File: src/rtl/hamming_secded_serial_decoder_pkg.sv
// Shared Hamming code geometry helpers and the decoder's enum types.
package hamming_pkg;

  typedef enum logic [1:0] {CLEAN, CORR, UNCORR} err_class_e;
  typedef enum logic {EMPTY, FULL} slot_state_e;

  function automatic int unsigned n_of(input int unsigned r);
    return (1 << r) - 1;
  endfunction

  function automatic int unsigned k_of(input int unsigned r);
    return n_of(r) - r;
  endfunction

  function automatic bit is_pow2(input int unsigned pos);
    return (pos != 0) && ((pos & (pos - 1)) == 0);
  endfunction

  // Code position holding data bit idx (idx-th non-power position, ascending).
  function automatic int unsigned data_pos(input int unsigned r, input int unsigned idx);
    int unsigned cnt = 0;
    for (int unsigned p = 1; p <= n_of(r); p++) begin
      if (!is_pow2(p)) begin
        if (cnt == idx) return p;
        cnt++;
      end
    end
    return 0;
  endfunction

  // Data index carried by a non-power code position.
  function automatic int unsigned pos_to_data(input int unsigned pos);
    int unsigned cnt = 0;
    for (int unsigned p = 1; p < pos; p++) begin
      if (!is_pow2(p)) cnt++;
    end
    return cnt;
  endfunction

endpackage

File: src/rtl/hamming_secded_serial_decoder_syndrome.sv
// Combinational Hamming/SECDED check: syndrome, overall parity, corrected data, class.
module hamming_syndrome_calc
  import hamming_pkg::*;
#(
  parameter int unsigned R   = 4,
  parameter int unsigned EXT = 1
) (
  input  logic [n_of(R)+EXT-1:0] cw,
  output logic [R-1:0]           syndrome_c,
  output logic                   parity_c,
  output logic [k_of(R)-1:0]     data_c,
  output err_class_e             err_class_c
);

  localparam int unsigned N = n_of(R);
  localparam int unsigned K = k_of(R);

  logic [N:1] pos;
  logic       flip;

  // cw bit EXT+p-1 carries position p; bit 0 is the ext bit when present.
  always_comb begin
    syndrome_c = '0;
    for (int unsigned p = 1; p <= N; p++) begin
      if (cw[EXT+p-1]) syndrome_c = syndrome_c ^ R'(p);
    end
    parity_c = (EXT != 0) ? ^cw : 1'b0;
    flip     = (syndrome_c != '0) && ((EXT == 0) || parity_c);
    for (int unsigned p = 1; p <= N; p++) begin
      pos[p] = cw[EXT+p-1] ^ (flip && (syndrome_c == R'(p)));
    end
    if ((EXT != 0) && (syndrome_c != '0) && !parity_c) err_class_c = UNCORR;
    else if ((syndrome_c != '0) || parity_c)           err_class_c = CORR;
    else                                               err_class_c = CLEAN;
  end

  for (genvar i = 0; i < K; i++) begin : g_data
    assign data_c[i] = pos[data_pos(R, i)];
  end

endmodule

File: src/rtl/hamming_secded_serial_decoder.sv
// Serial Hamming SEC/SECDED decoder: bit collection, one-deep pending word,
// valid/ready output slot with overrun flag and saturating error counters.
module hamming_secded_serial_decoder
  import hamming_pkg::*;
#(
  parameter int unsigned R         = 4,
  parameter int unsigned EXT       = 1,
  parameter int unsigned MSB_FIRST = 1,
  parameter int unsigned CNT_W     = 16
) (
  input  logic                 CLK,
  input  logic                 REST,
  input  logic                 DEVICE_EN,
  input  logic                 BIT_STB,
  input  logic                 SERIAL_IN,
  output logic [k_of(R)-1:0]   DATA_OUT,
  output logic                 DATA_VALID,
  input  logic                 DATA_READY,
  output logic                 CORRECTED,
  output logic                 UNCORRECTABLE,
  output logic [R-1:0]         SYNDROME,
  output logic                 OVERRUN,
  output logic [CNT_W-1:0]     COR_CNT,
  output logic [CNT_W-1:0]     UNC_CNT
);

  localparam int unsigned N   = n_of(R);
  localparam int unsigned K   = k_of(R);
  localparam int unsigned W   = N + EXT;
  localparam int unsigned BCW = $clog2(W);

  slot_state_e    state;
  logic [W-1:0]   sr, sr_next, cw_reg;
  logic [BCW-1:0] bit_cnt;
  logic           pend;

  logic [R-1:0]   syn_c;
  logic           par_c;
  logic [K-1:0]   dec_data_c;
  err_class_e     cls_c;

  logic strobe_c, last_bit_c, word_done_c, load_c;

  // Both bit orders land position p at sr bit EXT+p-1 once the word is complete.
  always_comb begin
    if (MSB_FIRST != 0) sr_next = {sr[W-2:0], SERIAL_IN};
    else                sr_next = {SERIAL_IN, sr[W-1:1]};
  end

  assign strobe_c    = BIT_STB && DEVICE_EN;
  assign last_bit_c  = (bit_cnt == BCW'(W - 1));
  assign word_done_c = strobe_c && last_bit_c;
  assign load_c      = pend && ((state == EMPTY) || DATA_READY);

  hamming_syndrome_calc #(.R(R), .EXT(EXT)) u_syndrome (
    .cw          (cw_reg),
    .syndrome_c  (syn_c),
    .parity_c    (par_c),
    .data_c      (dec_data_c),
    .err_class_c (cls_c)
  );

  always_ff @(posedge CLK) begin
    if (REST) begin
      state         <= EMPTY;
      sr            <= '0;
      cw_reg        <= '0;
      bit_cnt       <= '0;
      pend          <= 1'b0;
      DATA_OUT      <= '0;
      DATA_VALID    <= 1'b0;
      CORRECTED     <= 1'b0;
      UNCORRECTABLE <= 1'b0;
      SYNDROME      <= '0;
      OVERRUN       <= 1'b0;
      COR_CNT       <= '0;
      UNC_CNT       <= '0;
    end else begin
      if (strobe_c) begin
        sr      <= sr_next;
        bit_cnt <= last_bit_c ? '0 : bit_cnt + BCW'(1);
      end

      // A completing word always wins cw_reg; an undelivered older word is dropped.
      if (word_done_c) begin
        cw_reg <= sr_next;
        pend   <= 1'b1;
        if (pend && !load_c) OVERRUN <= 1'b1;
      end else if (load_c) begin
        pend <= 1'b0;
      end

      if (load_c) begin
        state         <= FULL;
        DATA_VALID    <= 1'b1;
        DATA_OUT      <= dec_data_c;
        SYNDROME      <= syn_c;
        CORRECTED     <= (cls_c == CORR);
        UNCORRECTABLE <= (cls_c == UNCORR);
        if ((cls_c == CORR) && (COR_CNT != {CNT_W{1'b1}}))   COR_CNT <= COR_CNT + CNT_W'(1);
        if ((cls_c == UNCORR) && (UNC_CNT != {CNT_W{1'b1}})) UNC_CNT <= UNC_CNT + CNT_W'(1);
      end else if ((state == FULL) && DATA_READY) begin
        state      <= EMPTY;
        DATA_VALID <= 1'b0;
      end
    end
  end

endmodule

File: config.mk
export PLATFORM = sky130hd
export DESIGN_NAME = hamming_secded_serial_decoder
export DESIGN_NICKNAME = d
export VERILOG_FILES = /design/src/rtl/hamming_secded_serial_decoder_pkg.sv /design/src/rtl/hamming_secded_serial_decoder_syndrome.sv /design/src/rtl/hamming_secded_serial_decoder.sv
export SDC_FILE = /design/constraint.sdc
export NUM_CORES = 1
export LEC_CHECK = 0
export CORE_ASPECT_RATIO = 0.75
export CORE_MARGIN = 5
export CORE_UTILIZATION = 30
export DETAILED_ROUTE_END_ITERATION = 16
export GPL_ROUTABILITY_DRIVEN = 0
export GPL_TIMING_DRIVEN = 0
export SETUP_SLACK_MARGIN = 0.1
export SLEW_MARGIN = 40
export SYNTH_ARGS = -nofsm -noshare
export SYNTH_HDL_FRONTEND = slang
export SYNTH_HIERARCHICAL = 1
export SYNTH_SLANG_ARGS = --single-unit
File: constraint.sdc
create_clock -name CLK -period 5 [get_ports CLK]
set_input_delay 0.75 -clock CLK [delete_from_list [all_inputs] [get_ports CLK]]
set_output_delay 0.75 -clock CLK [all_outputs]
set_load 0.1 [all_outputs]
==> reports/results.txt <==
Post-Route WL = 11100 µm
Placed Area = 4710 µm²
Ports = 57
Cell Rows = 37
CORE AREA = 13700 µm²
Total GRT Usage = 0.135
Hold WS = 0.453 ns
Req. time, crit path = 5.27 ns
cell area after synthesis = 4190 µm²
Sw Share = 0.197
total die area = 16500 µm²
f_max = 279 MHz
Final Max Slew Viols = 0
Placed Cells = 745
Final Hold Fails = 0
launching element type of the critical path = flop
max cap viols = 0
crit end category = flop
largest net degree at the start of global routing = 15
crit path kind = reg2reg
Worst Clk Skew = 0.00742 ns
drt drc = 0
NetSw = 0.308 mW
final setup margin = 1.41 ns
slew margin rel. = 0.601
Skew-Pair Late Insertion Delay = 0.35 ns
Worst Path Arrival = 3.86 ns
share of cells above drive strength 1 = 0.152
Mapped Cells = 514
final period utilization = 0.718
drt wl/cell = 14.6 µm
Num CTS Buffers = 9
CTS sink cnt = 87
worst-case clock buffer depth = 2
clock root buffer = clkbuf_16
first-pass GRT wire length = 18500 µm
Place WS = 1.50 ns
final setup fails = 0
Ys Warns = 6
placed wire-length estimate = 8160 µm
# resized after CTS = 0
area occupied by registers = 1740 µm²
initial core utilization = 0.306
Leakage = 1.76 nW
vias in the first global route = 3828
clock transition time at the flip-flop clock pins of the worst setup and hold paths = 0.06 ns
worst-path maximum fanout = 10
Pwr Density = 308 nW/µm²
Mapped Nets = 523
logic gate share of total power = 0.021
crit path time final = 3.59 ns
multi-input logic area = 2300 µm²
die height = 112 µm
die width = 146 µm
RSZ-0062 raised after global routing = no
outcome = completed
vias per cell = 5.12
P_int = 1.26 mW
Finished Layout Cells = 761
VDD IR max = 0.175 mV
setup total negative slack = 0 ns
Syn-to-layout area delta = 21.4%
Max H-tree Level = 3
Design Area, Final = 5080 µm²
I/O Buffers = 56
Flop pwr share = 0.444
Layout Nets = 590
reg2reg setup slack = 1.41 ns
Worst Hold Class = reg2reg
Clock power frac = 0.535
Detail Route Antenna Nets = 0
Remaining Overflow, GRT = 0
routed vias = 3898
Slew @ Worst Pin = 0.592 ns
hold buffer count at CTS = 0
antenna cells = 0
post-CTS setup buffer count = 0
antenna violations before repair = 0
syn avg cell area = 8.15 µm²
Layout fillers = 1427
TritonRoute pass-1 iters = 5
TritonCTS clock tree = built
Starting DRT DRC Count = 342
-- per-layer routing --
metal / GRT usage / wire length, µm / part of all wire / vias to the layer above
met3: 0.0416 / 656 / 0.059 / 16
met2: 0.213 / 4920 / 0.44 / 87
met1: 0.180 / 5410 / 0.49 / 1842
met5: 0 / 0 / 0 / -
li1: - / - / - / 1953
met4: 0.0401 / 149 / 0.013 / 0
-- stage by stage --
step	util	power (mW)
CTS	0.371	1.58
detailed placement	0.344	0.744
floorplan	-	0.731
global placement	0.363	0.743
global route	0.371	1.60
finish	0.371	1.57
-- cell type report --
class,count,share of cell area
buffer,26,0.0234
clock buffer,11,0.0477
clock inverter,5,0.0253
inverter,8,0.00591
multi-input combinational,393,0.452
sequential,87,0.343
tap,175,0.0431
timing repair buffer,56,0.0600
-- final timing paths --
check,from,to,cells after the start
setup / recovery,cw_reg[11],UNC_CNT[15],12
hold / removal,DATA_OUT[2],DATA_OUT[2],2
setup reg to reg,cw_reg[11],UNC_CNT[15],12
hold reg to reg,DATA_OUT[2],DATA_OUT[2],2
-- power groups by stage --
stage / clock, mW / sequential (mW) / combinational, mW
2_1_floorplan: 0 / 0.711 / 0.0193
3_3_place_gp: 0 / 0.712 / 0.0318
3_5_place_dp: 0 / 0.712 / 0.0326
4_1_cts: 0.848 / 0.696 / 0.0326
5_1_grt: 0.873 / 0.696 / 0.0357
6_report: 0.838 / 0.696 / 0.0323
-- critical path, cell delays in order (launching register included) --
cell	delay, ns
dfxtp_1	0.42
xor2_1	0.30
xnor2_1	0.18
xor2_1	0.28
inv_1	0.14
o311ai_0	0.35
o21ai_0	0.22
nor2b_1	0.24
nand3_1	0.23
clkbuf_1	0.38
clkbuf_1	0.46
o31ai_1	0.16
a21oi_1	0.15
-- layout by cell type, fill, tap and decap left out, types with 8 or more instances in the layout --
master and count:
clkbuf_16 9, o31ai_1 14, nor2b_1 8, nor2_1 16, xnor2_1 30, clkbuf_1 20, or4_1 16, nand3_1 14
dfxtp_1 87, nand2_1 122, nor3_1 8, a21oi_1 71, nand4_1 11, buf_2 53
(Power assumes the default switching activity.)
